<file path="config.mk">
export PLATFORM = sky130hd
export DESIGN_NAME = ud_wrap_tracker
export DESIGN_NICKNAME = d
export VERILOG_FILES = /design/src/rtl/ud_counter_pkg.sv /design/src/rtl/ud_wrap_tracker.sv
export SDC_FILE = /design/constraint.sdc
export NUM_CORES = 1
export LEC_CHECK = 0
export BUFFER_PORTS_ARGS = -buffer_cell sky130_fd_sc_hd__buf_2
export CAP_MARGIN = 15
export CORE_ASPECT_RATIO = 1.25
export CORE_MARGIN = 5
export CORE_UTILIZATION = 45
export CTS_BUF_LIST = sky130_fd_sc_hd__clkbuf_8
export CTS_CLUSTER_DIAMETER = 150
export DETAILED_ROUTE_END_ITERATION = 10
export GPL_TIMING_DRIVEN = 0
export PLACE_DENSITY = 0.76
export SLEW_MARGIN = 30
export SYNTH_ARGS = -nofsm -noshare
export SYNTH_HDL_FRONTEND = slang
export SYNTH_SLANG_ARGS = --single-unit
</file>
<file path="constraint.sdc">
create_clock -name clk -period 3.25 [get_ports clk]
set_input_delay 0.1625 -clock clk [delete_from_list [all_inputs] [get_ports clk]]
set_output_delay 0.1625 -clock clk [all_outputs]
set_load 0.005 [all_outputs]
</file>
<file path="src/rtl/ud_counter_pkg.sv">
// Shared types and next-value math for the modulo-N up/down counter and its checker.
// Latency: n/a (package of types and pure functions).
// Backpressure: n/a.
//
// Contents:
//   state_e   - checker FSM state (IDLE, TRACK, FAULT)
//   eff_mod   - effective modulus, N==0 meaning 2^width
//   ud_next   - next counter value for a given count, direction and modulus
// Functions work on UD_MAXW-bit operands so any instance with WIDTH <= UD_MAXW can
// call them by casting its operands up and the result back down.
package ud_counter_pkg;

    localparam int UD_MAXW = 16;
    localparam int UD_MW1  = UD_MAXW + 1;

    typedef enum logic [1:0] {
        IDLE  = 2'd0,
        TRACK = 2'd1,
        FAULT = 2'd2
    } state_e;

    // Effective modulus of the counter. Result needs one bit more than the count
    // because N==0 selects the full 2^width range.
    function automatic logic [UD_MAXW:0] eff_mod(input logic [UD_MAXW-1:0] n,
                                                 input int width);
        logic [UD_MAXW:0] one;
        one = UD_MW1'(1);
        if (n == '0) begin
            return one << width;
        end
        return {1'b0, n};
    endfunction

    // Next counter value. Out-of-range counts (c >= m) are folded back into range:
    // up goes to 0, down goes to m-1.
    function automatic logic [UD_MAXW-1:0] ud_next(input logic [UD_MAXW-1:0] c,
                                                   input logic             up,
                                                   input logic [UD_MAXW:0] m);
        logic [UD_MAXW:0]   c_ext;
        logic [UD_MAXW:0]   m_top;
        logic [UD_MAXW-1:0] one;
        c_ext = {1'b0, c};
        m_top = m - UD_MW1'(1);
        one   = UD_MAXW'(1);
        if (m <= UD_MW1'(1)) begin
            return '0;
        end
        if (up) begin
            if (c_ext >= m_top) begin
                return '0;
            end
            return c + one;
        end
        if ((c == '0) || (c_ext >= m)) begin
            return m_top[UD_MAXW-1:0];
        end
        return c - one;
    endfunction

endpackage

</file>
<file path="src/rtl/ud_wrap_tracker.sv">
// Remembers the previous sample and classifies the current one as a legal wrap.
// Latency: wrap and wrap_cnt are registered, one cycle after the sample.
// Backpressure: none; a sample is taken every cycle reset is low.
//
// Ports:
//   clk, reset  - clock, synchronous active-high reset
//   count       - current observed count
//   up, mod_m   - direction and effective modulus in force for this sample
//   match       - current sample agreed with the checker's prediction
//   wrap        - one-cycle pulse on a legal wrap
//   wrap_cnt    - saturating count of legal wraps
module ud_wrap_tracker
    import ud_counter_pkg::*;
#(
    parameter int WIDTH = 4,
    parameter int WRAPW = 8
) (
    input  logic             clk,
    input  logic             reset,
    input  logic [WIDTH-1:0] count,
    input  logic             up,
    input  logic [WIDTH:0]   mod_m,
    input  logic             match,
    output logic             wrap,
    output logic [WRAPW-1:0] wrap_cnt
);

    logic [WIDTH-1:0] prev_count_q, prev_count_d;
    logic             prev_up_q,    prev_up_d;
    logic [WIDTH:0]   prev_mod_q,   prev_mod_d;
    logic             prev_vld_q,   prev_vld_d;
    logic             wrap_q,       wrap_d;
    logic [WRAPW-1:0] wrap_cnt_q,   wrap_cnt_d;

    logic             at_boundary;

    // The boundary test uses the direction and modulus that were in force when the
    // previous sample was taken, i.e. the ones that produced this transition.
    always_comb begin
        at_boundary = 1'b0;
        if (prev_up_q) begin
            at_boundary = ({1'b0, prev_count_q} >= (prev_mod_q - (WIDTH+1)'(1)));
        end else begin
            at_boundary = (prev_count_q == '0);
        end
    end

    always_comb begin
        prev_count_d = count;
        prev_up_d    = up;
        prev_mod_d   = mod_m;
        prev_vld_d   = 1'b1;
        wrap_d       = prev_vld_q && match && at_boundary;
        wrap_cnt_d   = wrap_cnt_q;
        if (wrap_d && (wrap_cnt_q != '1)) begin
            wrap_cnt_d = wrap_cnt_q + WRAPW'(1);
        end
    end

    always_ff @(posedge clk) begin
        if (reset) begin
            prev_count_q <= '0;
            prev_up_q    <= 1'b0;
            prev_mod_q   <= '0;
            prev_vld_q   <= 1'b0;
            wrap_q       <= 1'b0;
            wrap_cnt_q   <= '0;
        end else begin
            prev_count_q <= prev_count_d;
            prev_up_q    <= prev_up_d;
            prev_mod_q   <= prev_mod_d;
            prev_vld_q   <= prev_vld_d;
            wrap_q       <= wrap_d;
            wrap_cnt_q   <= wrap_cnt_d;
        end
    end

    assign wrap     = wrap_q;
    assign wrap_cnt = wrap_cnt_q;

endmodule

</file>
# ---- Yosys cells after proc, flatten, opt, wreduce, memory -nomap -nowiden
# Index checks and enable logic that the tools add are counted.
dict set report op_classes {
  n_addsub 2
  n_reduce_logical 4
  n_lt_le_gt_ge 1
  n_eq_ne 1
  mux 2
}
# cell n
set op_table {}
lappend op_table {{$add 8x1->8 const B} 1}
lappend op_table {{$ne 8x8->1 const B} 1}
lappend op_table {{$ge 4x5->1} 1}
lappend op_table {{$sub 5x1->5 const B} 1}
lappend op_table {{$logic_not 4->1} 1}
lappend op_table {{$logic_and 1x1->1} 3}
lappend op_table {{$mux 1} 2}
dict set report totals {
  register_bits 20
  in_bits 13
}

# ---- Depth between registers and ports, before layout
# Gate-level depths: netlist of run 1.
dict set report depth {
  ltp_word 5
  ltp_mapped 10
}

# ---- Least setup slack after synthesis of run 1
# No wires, ideal clock.
dict set report synth_path {
  path_type {reg-to-reg}
  from {reg prev_mod_q[0]}
  to {reg wrap_cnt_q[6] (netlist: wrap_cnt[6])}
  t_arrival_ns 2.198
  setup_time_ns 0.086
  stages_incl_launch_ff 10
  setup_slack_ns 0.965
  synth_period_minus_slack_ns 2.285
  required_ns 3.164
  n_path_buf 0
  path_cell_list {dfxtp_1 > inv_1 > ha_1 > xnor2_1 > ha_1 > o21ai_0 > o2bb2ai_1 > a311o_1 > or4_1 > a221oi_2}
}
dict set report synth_between {
  elab_chain_len 5
}
# item line_no
set synth_rtl {}
lappend synth_rtl {{start: declaration} ud_wrap_tracker.sv:30} ;# logic [WIDTH:0] prev_mod_q, prev_mod_d;
lappend synth_rtl {{start signal: assignment} ud_wrap_tracker.sv:71} ;# prev_mod_q <= prev_mod_d;
lappend synth_rtl {{$sub 5x1->5} ud_wrap_tracker.sv:42} ;# at_boundary = ({1'b0, prev_count_q} >= (prev_mod_q - (WIDTH+1)'(1)));
lappend synth_rtl {{$ge 4x5->1} ud_wrap_tracker.sv:42}
lappend synth_rtl {{$mux 1} ud_wrap_tracker.sv:41} ;# if (prev_up_q) begin
lappend synth_rtl {{$logic_and 1x1->1} ud_wrap_tracker.sv:53} ;# wrap_d = prev_vld_q && match && at_boundary;
lappend synth_rtl {{$logic_and 1x1->1} ud_wrap_tracker.sv:55} ;# if (wrap_d && (wrap_cnt_q != '1)) begin
lappend synth_rtl {{end signal: assignment} ud_wrap_tracker.sv:74} ;# wrap_cnt_q <= wrap_cnt_d;
lappend synth_rtl {{end: declaration} ud_wrap_tracker.sv:33} ;# logic [WRAPW-1:0] wrap_cnt_q, wrap_cnt_d;
# Every way passes these cells.
# A chain may end at the register's enable or synchronous reset.

# ---- Worst setup path in the final report of run 1
# Same ends and word-level chain as after synthesis.

==> results of run 1 <==
-- metal layers --
metal / up-vias / share of wire [%]
met5: - / 0
met2: 13 / 51
met4: 0 / 2.3
met3: 5 / 3.6
li1: 397 / -
met1: 360 / 43
-- Yosys cell counts --
library cell                instances  area, µm²
sky130_fd_sc_hd__nor4_1             2       12.5
sky130_fd_sc_hd__o2bb2ai_1          1       8.76
sky130_fd_sc_hd__nand3_1            4       20.0
sky130_fd_sc_hd__nor2b_1           13       81.3
sky130_fd_sc_hd__clkbuf_2           1       5.00
sky130_fd_sc_hd__o21ai_0            2       10.0
sky130_fd_sc_hd__nor2_1             5       18.8
sky130_fd_sc_hd__mux2_2             2       22.5
sky130_fd_sc_hd__buf_2              1       5.00
sky130_fd_sc_hd__dfxtp_1           20        400
sky130_fd_sc_hd__a311o_1            1       10.0
sky130_fd_sc_hd__ha_1               6       75.1
sky130_fd_sc_hd__nor3_1             4       20.0
sky130_fd_sc_hd__mux2i_1            2       20.0
sky130_fd_sc_hd__xnor2_1            2       17.5
sky130_fd_sc_hd__clkbuf_1           1       3.75
sky130_fd_sc_hd__a21oi_1            4       20.0
sky130_fd_sc_hd__inv_1              8       30.0
sky130_fd_sc_hd__a221oi_2           1       15.0
sky130_fd_sc_hd__or2_1              1       6.26
sky130_fd_sc_hd__or4_1              6       45.0
sky130_fd_sc_hd__nand2_1            6       22.5
sky130_fd_sc_hd__nor3b_2            1       12.5
sky130_fd_sc_hd__o31ai_1            4       30.0
sky130_fd_sc_hd__buf_1              1       3.75
sky130_fd_sc_hd__nand2b_1           1       6.26
-- logic make-up (layout without fill, tap and decap cells) --
logic type               Yosys count  after routing  share of synthesized area [%]
AND/OR/NAND/NOR                   43             43                           26.6
flip-flops                        20             20                           43.4
adder cells (fa/ha/maj)            6              6                           8.14
XOR/XNOR                           2              2                           1.90
multiplexers                       4              4                           4.61
buffers and inverters             12             37                           5.15
AO/OA/AOI/OAI                     13             13                           10.2
-- power breakdown --
group / switching (W) / internal (W) / leakage, nW
Sequential: 0.00000587 / 0.000254 / 0.164
Combinational: 0.0000240 / 0.0000247 / 0.283
Clock: 0.0000850 / 0.000164 / 0.0357
-- cell type report --
class / instances / area (µm²)
fill: 172 / 836
clock inverter: 1 / 30.0
clock buffer: 3 / 41.3
sequential: 20 / 400
timing repair buffer: 21 / 105
tap: 20 / 25.0
buffer: 4 / 17.5
multi-input combinational: 68 / 474
inverter: 8 / 30.0
-- sequential cells by signal, summed over array words and instances (netlist names) --
name / count
prev_count_q: 4
prev_mod_q: 5
prev_up_q: 1
prev_vld_q: 1
wrap: 1
wrap_cnt: 8
-- path summary, 6_finish.rpt --
path,slack [ns],endpoint,depth (start not counted)
worst min register to register,0.49,wrap_cnt[5],2
worst max-delay path,0.80,wrap_cnt[6],9
worst max register to register,0.80,wrap_cnt[6],9
worst min-delay path,0.10,prev_up_q,2
-- per-stage QoR --
step | total power [W] | utilization [%]
final | 0.000557 | 57.3
after global routing | 0.000576 | 57.3
after CTS | 0.000561 | 57.3
after detailed placement | 0.000314 | 53.7
after global placement | 0.000311 | 53.7
after floorplan | 0.000297 | -
==> implementation parameters, run 1 <==
Parameter                              Value

Timing
  Worst clock skew    approximately 0.0024 ns
  Clock period minus worst slack    2.45 ns
  Fmax    409 MHz
  Final number of setup-violating endpoints    0
  Tightest slew margin relative to the limit    66.9%
  Final Hold Fails    0
  Final cycle utilization of the critical path    approximately three quarters
  Slew of the pin with the lowest slew margin    0.497 ns
  Setup repair after global routing missed its margin    no
  Number of max-slew violations in the final report    0
  Final Hold Slack    0.103 ns
  Min setup slack post-route    about 0.8 ns
  Setup_tns    0 ns

Route
  Post-detailed-route count of antenna-violating nets    0
  Detailed-routing iteration count for the pre-antenna-repair pass    4
  Sum of routed wire length over all layers    about 1800 µm
  Detailed router's first-iteration violation count    8
  Ratio of routed vias to standard cells    about 5.3
  Residual DRC    0
  DR vias    775
  DR WL/cell    between 10 and 15 µm

Finish
  Number of nets in the final layout    145
  Most used cells in the layout excluding fill and tap cells    sky130_fd_sc_hd__buf_2, sky130_fd_sc_hd__dfxtp_1, sky130_fd_sc_hd__nor2b_1, sky130_fd_sc_hd__inv_1
  Syn-to-layout area delta    21.8%
  Leading cell type in the layout, fill and taps excluded    sky130_fd_sc_hd__buf_2
  Final antenna diode count    0
  Fraction of final layout cells sized beyond drive strength 1    24.8%
  Post-layout instance area    approximately 0.0011 mm²
  Post-route non-filler standard cell count    145

CTS
  H-tree depth    1
  Root buffer cell    sky130_fd_sc_hd__clkbuf_8
  Clock tree from TritonCTS    yes
  Post-CTS Hold Buffers    0
  Sinks on Clock Net    20
  Number of buffers on the longest clock path    2
  Clock buffer count from CTS    3
  Post CTS Setup Buffer Count    0
  Number of gates given a new drive strength after cts    0
  Clock insertion delay at the later pin of the skew report    0.26 ns
  Reg clk slew, reported paths    ~0.08 ns

GRT
  Via count of the first global-routing pass    789
  Global-route wire length before repair    ~3100 µm
  Met1 track utilization from global routing    14.1%
  Busiest metal layer after global routing    met2
  Overall Global Routing Usage    13.0%
  Pin count of the biggest net entering global routing    13
  Remaining global-route overflow    0
  Met3 usage in global routing    2.21%
  Met2 track utilization from global routing    23.4%
  Initial antenna violation count    0

Floorplanning
  Horizontal die dimension    between 50 and 60 µm
  Area inside the core boundary    0.00196 mm²
  Die area    0.00306 mm²
  Die boundary height    roughly 61 µm
  I/O pin cnt    22
  Number of placement rows    18
  Initial core utilization    47.1%

Setup path
  Endpoint arrival time on the critical path    approximately 2.6 ns
  Worst path required time    3.43 ns
  Max stage delay on crit path    0.56 ns
  Source of the worst register-to-register timing path    prev_mod_q[0]
  Origin of the worst setup path    prev_mod_q[0]
  Crit-path most repeated cell    sky130_fd_sc_hd__ha_1
  Largest fanout on the critical path    4
  CP endpoint kind    flop
  CP Launch Type    flop
  Buf+Inv Stages, Crit Path    1
  CP delay by family, top    compound AO/OA/AOI/OAI gates
  Worst path slowest cell    sky130_fd_sc_hd__or4_1
  Crit Path Class    reg2reg
  Chain of cells forming the critical path    inv_1 -> ha_1 -> xnor2_1 -> ha_1 -> o21ai_0 -> o2bb2ai_1 -> a311o_1 -> or4_1 -> a221oi_2

Min path
  Worst Hold Launch    up
  Type of the tightest min-delay check    in2reg

Yosys
  Synthesized area    922 µm²
  Syn. warnings    0
  Sequential cell area fraction in the yosys report    43.4%
  Total of flip-flops plus latches after synthesis    20
  Post-Syn Area per Cell    9.22 µm²
  Gate Count Post-Synth    100
  Post-Synthesis Net Count    119
  Number of library cell types mapped by synthesis    26

Placement
  Pre-CTS setup slack    0.818 ns
  Area after DPL    0.00105 mm²
  Count of input and output buffers    21
  HPWL Detailed    about 1400 µm
  Placed Cells    141
  Final GP Congestion    0.736

Pwr
  Total power per unit cell area    496 mW/mm²
  Leakage    slightly below 0.5 nW
  Max IR drop VDD    0.321 mV

Flow run
  Max-cap viol count    0

Outcome
  Run status    complete, no violations
Note: power is estimated with default switching activity, not from simulation.
==> run 2, diff against run 1 <==
- ABC_AREA: default -> 1
- PLACE_DENSITY: 0.76 -> 0.75
- clock period: 3.25 -> 2.4 ns (I/O delays scaled with it)
==> run 2 against run 1 <==
  * Sequential power grew 35%
  * Cell count is 21% higher
  * Maximum frequency rose by 23%
  * Critical path type unchanged
  * Critical endpoint is now wrap_cnt[0]
  * Largest power group unchanged
  * Highest routed layer unchanged
==> implementation parameters, run 2 <==
Parameter                              Value

Outcome
  Run status    complete, no violations

Timing
  Slew of the pin with the lowest slew margin    0.382 ns (-0.115 ns)
  Clock period minus worst slack    2.00 ns (-0.450 ns)
  Final Hold Fails    0 (unchanged)
  Final number of setup-violating endpoints    0 (unchanged)
  Min setup slack post-route    0.402 ns (-0.400 ns)
  Number of max-slew violations in the final report    0 (unchanged)
  Tightest slew margin relative to the limit    74.5% (+7.7 points)
  Final cycle utilization of the critical path    83.2% (+7.9 points)
  Fmax    501 MHz (+23%)
  Setup_tns    0 ns (unchanged)
  Setup repair after global routing missed its margin    no
  Final Hold Slack    0.0688 ns (-0.0338 ns)
  Worst clock skew    0.00147 ns (-0.000912 ns)

Yosys
  Post-Syn Area per Cell    8.34 µm² (-9.5%)
  Sequential cell area fraction in the yosys report    40.0% (-3.4 points)
  Top-area cell type share of the netlist area    40.0% (-3.4 points)
  Gate Count Post-Synth    120 (+20%)
  Number of flops mapped to enable cells by yosys    0 (unchanged)
  Post-Synthesis Net Count    139 (+17%)
  Number of library cell types mapped by synthesis    21 (-19%)
  Async set-or-reset flop fraction in the synthesized netlist    0% (unchanged)
  Most frequently used flop master after synthesis    sky130_fd_sc_hd__dfxtp_1
  Synth area leader    sky130_fd_sc_hd__dfxtp_1
  Cells taking the most area after synthesis    sky130_fd_sc_hd__dfxtp_1, sky130_fd_sc_hd__nand2_1, sky130_fd_sc_hd__ha_1
  Syn. warnings    0 (unchanged)
  Total of flip-flops plus latches after synthesis    20 (unchanged)
  Synth top cells by count    sky130_fd_sc_hd__nand2_1, sky130_fd_sc_hd__dfxtp_1, sky130_fd_sc_hd__inv_1
  Most instantiated library cell after synthesis    sky130_fd_sc_hd__nand2_1
  Synthesized area    0.00100 mm² (+8.5%)

Floorplanning
  Die boundary height    62.7 µm (+3.5%)
  Area inside the core boundary    0.00216 mm² (+10%)
  Number of placement rows    19 (+1)
  I/O pin cnt    22 (unchanged)
  Initial core utilization    46.3% (-0.79 points)
  Horizontal die dimension    52.2 µm (+3.4%)
  Die area    0.00327 mm² (+7.0%)

Finish
  Number of flip-flops in the largest register    8 (unchanged)
  Number of nets in the final layout    164 (+13%)
  Final antenna diode count    0 (unchanged)
  Fraction of final layout cells sized beyond drive strength 1    27.8% (+3.0 points)
  Leading cell type in the layout, fill and taps excluded    sky130_fd_sc_hd__nand2_1
  Syn-to-layout area delta    19.4%
  Most used cells in the layout excluding fill and tap cells    sky130_fd_sc_hd__nand2_1, sky130_fd_sc_hd__buf_2, sky130_fd_sc_hd__dfxtp_1, sky130_fd_sc_hd__inv_1, sky130_fd_sc_hd__nor2_1
  Number of filler instances in the final layout    220 (+28%)

CTS
  Clock insertion delay at the later pin of the skew report    0.25 ns (about the same)
  Clock tree from TritonCTS    yes
  Clock buffer count from CTS    3 (unchanged)
  Number of buffers on the longest clock path    2 (unchanged)
  Reg clk slew, reported paths    0.07 ns (about the same)
  Post CTS Setup Buffer Count    0 (unchanged)
  Post-CTS Hold Buffers    0 (unchanged)
  H-tree depth    1 (unchanged)
  Root buffer cell    sky130_fd_sc_hd__clkbuf_8
  Number of gates given a new drive strength after cts    0 (unchanged)
  Sinks on Clock Net    20 (unchanged)

Setup path
  Source of the worst register-to-register timing path    prev_mod_q[0]
  Length in cells of the worst reg-to-reg path    14 (+5)
  CP Launch Type    flop
  Worst path required time    2.54 ns (-0.89 ns)
  FF-to-FF End    wrap_cnt[0]
  CP endpoint kind    flop
  Endpoint arrival time on the critical path    2.14 ns (-0.49 ns)
  Crit Path Class    reg2reg
  Origin of the worst setup path    prev_mod_q[0]
  Largest fanout on the critical path    9 (+5)
  End point of the critical path    wrap_cnt[0]
  R2R Setup Slk    0.40 ns (-0.40 ns)

Min path
  Type of the tightest min-delay check    in2reg

GRT
  Pin count of the biggest net entering global routing    12 (-1)
  Overall Global Routing Usage    12.6% (-0.45 points)
  Initial antenna violation count    0 (unchanged)
  Global-route wire length before repair    3310 µm (+6.4%)
  Met1 track utilization from global routing    15.1% (+0.98 points)
  Met3 usage in global routing    1.67% (-0.54 points)
  Busiest metal layer after global routing    met2
  Met2 track utilization from global routing    22.5% (-0.92 points)
  Via count of the first global-routing pass    821 (+4.1%)
  Remaining global-route overflow    0 (unchanged)

Placement
  Count of input and output buffers    20 (-4.8%)
  HPWL Detailed    1470 µm (+5.4%)
  Pre-CTS setup slack    0.397 ns (-0.421 ns)
  Final GP Congestion    0.809 (+10%)

Route
  DR WL/cell    10.5 µm (-15%)
  Residual DRC    0 (unchanged)
  Sum of routed wire length over all layers    1830 µm (+2.9%)
  Ratio of routed vias to standard cells    4.64 (-13%)
  Post-detailed-route count of antenna-violating nets    0 (unchanged)
  DR vias    812 (+4.8%)
  Detailed-routing iteration count for the pre-antenna-repair pass    4 (unchanged)
  Detailed router's first-iteration violation count    14 (+6)

Pwr
  Leakage    0.616 nW (+27%)
  Max IR drop VDD    0.299 mV (-6.9%)
  Total power per unit cell area    562 mW/mm² (+13%)

Flow run
  Max-cap viol count    0 (unchanged)
[run 2: layer usage]
layer	vias up	wire (µm)
met2	11	991
met3	2	61
met4	0	14
met1	375	766
li1	424	-
met5	-	0
[run 2: worst min path at each step]
stage | start | to | slack, ns | cells past startpoint
final | count[0] | prev_count_q[0] | 0.07 | 3
after global routing | count[3] | prev_count_q[3] | 0.07 | 3
after CTS | mod_m[1] | prev_mod_q[1] | 0.07 | 3
after detailed placement | count[0] | prev_count_q[0] | 0.33 | 3
after global placement | mod_m[1] | prev_mod_q[1] | 0.33 | 3
after floorplan | count[0] | prev_count_q[0] | 0.23 | 2
[run 2: worst max-delay path, stage by stage (launching register included)]
cell and delay (ns):
sky130_fd_sc_hd__dfxtp_1 0.34, sky130_fd_sc_hd__inv_1 0.08, sky130_fd_sc_hd__ha_1 0.32, sky130_fd_sc_hd__ha_1 0.29
sky130_fd_sc_hd__nand2_1 0.05, sky130_fd_sc_hd__nand2_1 0.05, sky130_fd_sc_hd__nand2_1 0.04, sky130_fd_sc_hd__nand2_1 0.05
sky130_fd_sc_hd__nand2_1 0.04, sky130_fd_sc_hd__nand2_1 0.05, sky130_fd_sc_hd__nand2_1 0.06, sky130_fd_sc_hd__nand2_2 0.18
sky130_fd_sc_hd__nand3_4 0.17, sky130_fd_sc_hd__nor2_1 0.13, sky130_fd_sc_hd__nor2_1 0.05
[run 2: logic make-up (layout without fill, tap and decap cells)]
kind of cell | count (synthesis) | count (layout) | share of synthesized area [%]
buffers and inverters | 22 | 46 | 8.62
adders and majority gates | 6 | 6 | 7.50
and+or+nand+nor | 56 | 56 | 29.9
xor gates and xnor gates | 9 | 9 | 7.87
AOI/OAI and AO/OA | 7 | 7 | 6.13
DFF | 20 | 20 | 40.0
[run 2: per-stage QoR]
stage	area (µm²)	power (W)	instances	utilization, %
4_1_cts	1190	0.000684	175	55.2
5_1_grt	1190	0.000713	175	55.2
2_1_floorplan	1000	0.000413	120	-
3_3_place_gp	1140	0.000433	171	52.7
6_report	1190	0.000672	175	55.2
3_5_place_dp	1140	0.000439	171	52.7
[run 2: final cells by class]
type	count	area, µm²	area share, %
multi-input cells	78	514	43.0
clock buffers	4	55.1	4.61
well taps	31	38.8	3.25
inverters	20	75.1	6.28
plain buffers	2	11.3	0.942
repair buffers	20	100	8.38
flip-flops and latches	20	400	33.5
[run 2: where the power goes]
| group | switching, W | total, W | internal (W) | leakage (nW) |
|---|---|---|---|---|
| combinational | 0.0000457 | 0.0000789 | 0.0000332 | 0.423 |
| clock | 0.0000971 | 0.000243 | 0.000145 | 0.0288 |
| sequential | 0.00000681 | 0.000350 | 0.000344 | 0.164 |
==> run 3, diff against run 2 <==
- clock period: 2.4 -> 2 ns (I/O delays scaled with it)
==> run 3 against run 2 <==
  * Cell count is 1.7% higher
  * Non-clock buffer count grew 3
  * Maximum frequency is 8.8% higher
  * Clock power increased by 20%
  * Combinational power up 38%
  * Largest cell class unchanged
  * Largest power group unchanged
  * Highest routed layer unchanged
==> implementation parameters, run 3 (synthesis results as in run 2) <==
Parameter                              Value

Setup path
  Crit Path Class    reg2reg
  Chain of cells forming the critical path    inv_2 -> ha_4 -> ha_1 -> nand2_1 -> nand2_1 -> nand2_1 -> nand2_1 -> nand2_1 -> nand2_1 -> nand2_2 -> nand2_4 -> buf_4 -> nand4_1 -> a21oi_2
  Max stage delay on crit path    0.34 ns (about the same)
  Source of the worst register-to-register timing path    prev_mod_q[0]
  CP Launch Type    flop
  Endpoint arrival time on the critical path    2.02 ns (-0.12 ns)
  CP endpoint kind    flop
  Origin of the worst setup path    prev_mod_q[0]
  Worst path slowest cell    sky130_fd_sc_hd__dfxtp_2
  Largest fanout on the critical path    5 (-4)
  Worst path required time    2.19 ns (-0.35 ns)
  Crit-path most repeated cell    sky130_fd_sc_hd__nand2_1

Route
  Detailed-routing iteration count for the pre-antenna-repair pass    4 (unchanged)
  DR vias    833 (+2.6%)
  DR WL/cell    10.9 µm (+3.6%)
  Detailed router's first-iteration violation count    10 (-4)
  Post-detailed-route count of antenna-violating nets    0 (unchanged)
  Sum of routed wire length over all layers    1930 µm (+5.4%)
  Ratio of routed vias to standard cells    4.68 (+0.86%)
  Residual DRC    0 (unchanged)

Floorplanning
  Horizontal die dimension    52.2 µm (unchanged)
  Initial core utilization    46.3% (unchanged)
  Die area    0.00327 mm² (unchanged)
  Number of placement rows    19 (unchanged)
  I/O pin cnt    22 (unchanged)
  Area inside the core boundary    0.00216 mm² (unchanged)
  Die boundary height    62.7 µm (unchanged)

Pwr
  Max IR drop VDD    0.362 mV (+21%)
  Switching part of the total    22.7% (+0.46 points)
  Pint    0.000636 W (+22%)
  Combinational cell fraction of total power    13.3% (+1.6 points)
  Total power per unit cell area    664 mW/mm² (+18%)
  Clock Power Share    35.5% (-0.6 points)
  Leakage    0.633 nW (+2.8%)
  Part of the power in registers    51.2% (-1.0 points)
  Net switching power    0.000187 W (+25%)
  Power Total    0.000823 W (+22%)

Timing
  Tightest slew margin relative to the limit    74.4% (-0.16 points)
  Worst clock skew    0.00226 ns (+0.000784 ns)
  Setup repair after global routing missed its margin    no
  Clock period minus worst slack    1.84 ns (-0.162 ns)
  Fmax    545 MHz (+8.8%)
  Final Hold Fails    0 (unchanged)
  Slew of the pin with the lowest slew margin    0.385 ns (+0.00245 ns)
  Number of max-slew violations in the final report    0 (unchanged)
  Final number of setup-violating endpoints    0 (unchanged)
  Final cycle utilization of the critical path    91.8% (+8.5 points)

Finish
  Fraction of final layout cells sized beyond drive strength 1    32.0% (+4.2 points)
  Leading cell type in the layout, fill and taps excluded    sky130_fd_sc_hd__nand2_1
  Number of flip-flops in the largest register    8 (unchanged)
  Post-layout instance area    0.00124 mm² (+3.7%)
  Final antenna diode count    0 (unchanged)
  Syn-to-layout area delta    23.8%
  Post-route non-filler standard cell count    178 (+1.7%)
  Most used cells in the layout excluding fill and tap cells    sky130_fd_sc_hd__nand2_1, sky130_fd_sc_hd__buf_2, sky130_fd_sc_hd__dfxtp_1, sky130_fd_sc_hd__inv_1, sky130_fd_sc_hd__nor2_1
  Number of nets in the final layout    167 (+1.8%)

Placement
  HPWL Detailed    1470 µm (unchanged)
  Count of input and output buffers    20 (unchanged)
  Final GP Congestion    0.809 (unchanged)
  Placed Cells    171 (unchanged)
  Area after DPL    0.00114 mm² (unchanged)

Outcome
  Run status    complete, no violations

CTS
  Clock insertion delay at the later pin of the skew report    0.25 ns (about the same)
  Clock tree from TritonCTS    yes
  Root buffer cell    sky130_fd_sc_hd__clkbuf_8
  H-tree depth    1 (unchanged)
  Reg clk slew, reported paths    0.07 ns (about the same)
  Number of buffers on the longest clock path    2 (unchanged)
  Clock buffer count from CTS    3 (unchanged)
  Post-CTS Hold Buffers    0 (unchanged)
  Sinks on Clock Net    20 (unchanged)

GRT
  Initial antenna violation count    0 (unchanged)
  Remaining global-route overflow    0 (unchanged)
  Overall Global Routing Usage    12.8% (+0.24 points)
  Global-route wire length before repair    3350 µm (+1.2%)
  Pin count of the biggest net entering global routing    12 (unchanged)
  Via count of the first global-routing pass    824 (+0.37%)

Flow run
  Max-cap viol count    0 (unchanged)

Min path
  Type of the tightest min-delay check    in2reg
  Worst Hold Launch    mod_m[3]
[run 3: cell types whose count changed in the layout (fill, tap and decap cells not counted), sizes merged]
| cell | previous run | this run |
|---|---|---|
| buf | 22 | 25 |
[run 3: layer usage]
| metal | vias to the layer above | GRT usage, % | routed length, µm |
|---|---|---|---|
| met2 | 13 | 22.8 | 1060 |
| met5 | - | 0 | 0 |
| li1 | 432 | - | - |
| met3 | 2 | 1.67 | 64 |
| met1 | 386 | 15.5 | 790 |
| met4 | 0 | 3.83 | 14 |
[run 3: cell type report]
type                       instances  area [µm²]
fill                             218         925
sequential                        20         402
timing repair buffer              23         123
multi-input combinational         78         534
inverter                          20        75.1
clock buffer                       4        55.1
tap                               31        38.8
buffer                             2        11.3
[run 3: timing repair]
action / 4_1_cts / 5_1_grt
setup endpoints to repair: 8 / 8
pin swaps: 0 / 1
setup buffers: 0 / 3
gates resized for setup: 1 / 6
[run 3: final timing paths]
kind                   end  slack, ns  depth (start not counted)
max            wrap_cnt[4]       0.16                         14
min          prev_mod_q[3]       0.05                          3
max reg2reg    wrap_cnt[4]       0.16                         14
min reg2reg    wrap_cnt[1]       0.50                          2
[run 3: critical path, delay by kind of cell, from the launching register on]
| kind | cells | cell delay [ns] |
|---|---|---|
| simple gates | 9 | 0.57 |
| fa+ha+maj | 2 | 0.52 |
| flops | 1 | 0.34 |
| buf+inv | 2 | 0.20 |
| compound gates | 1 | 0.15 |
[run 3: power by group through the flow]
stage          clock (W)  combinational (W)  sequential [W]
2_1_floorplan          0          0.0000676        0.000428
3_3_place_gp           0          0.0000909        0.000429
3_5_place_dp           0          0.0000967        0.000430
4_1_cts         0.000303          0.0000989        0.000421
5_1_grt         0.000323           0.000125        0.000423
6_report        0.000292           0.000109        0.000421
[run 3: metrics by stage]
| stage | setup WS (ns) | utilization [%] | TNS (ns) | hold WS [ns] |
|---|---|---|---|---|
| 6_report | 0.165 | 57.3 | 0 | 0.0480 |
| 5_1_grt | 0.00478 | 57.3 | 0 | 0.0510 |
| 4_1_cts | 0.0264 | 55.5 | 0 | 0.0474 |
| 3_5_place_dp | -0.00270 | 52.7 | -0.00270 | 0.307 |
| 3_3_place_gp | 0.0926 | 52.7 | 0 | 0.306 |
| 2_1_floorplan | 0.283 | - | 0 | 0.207 |
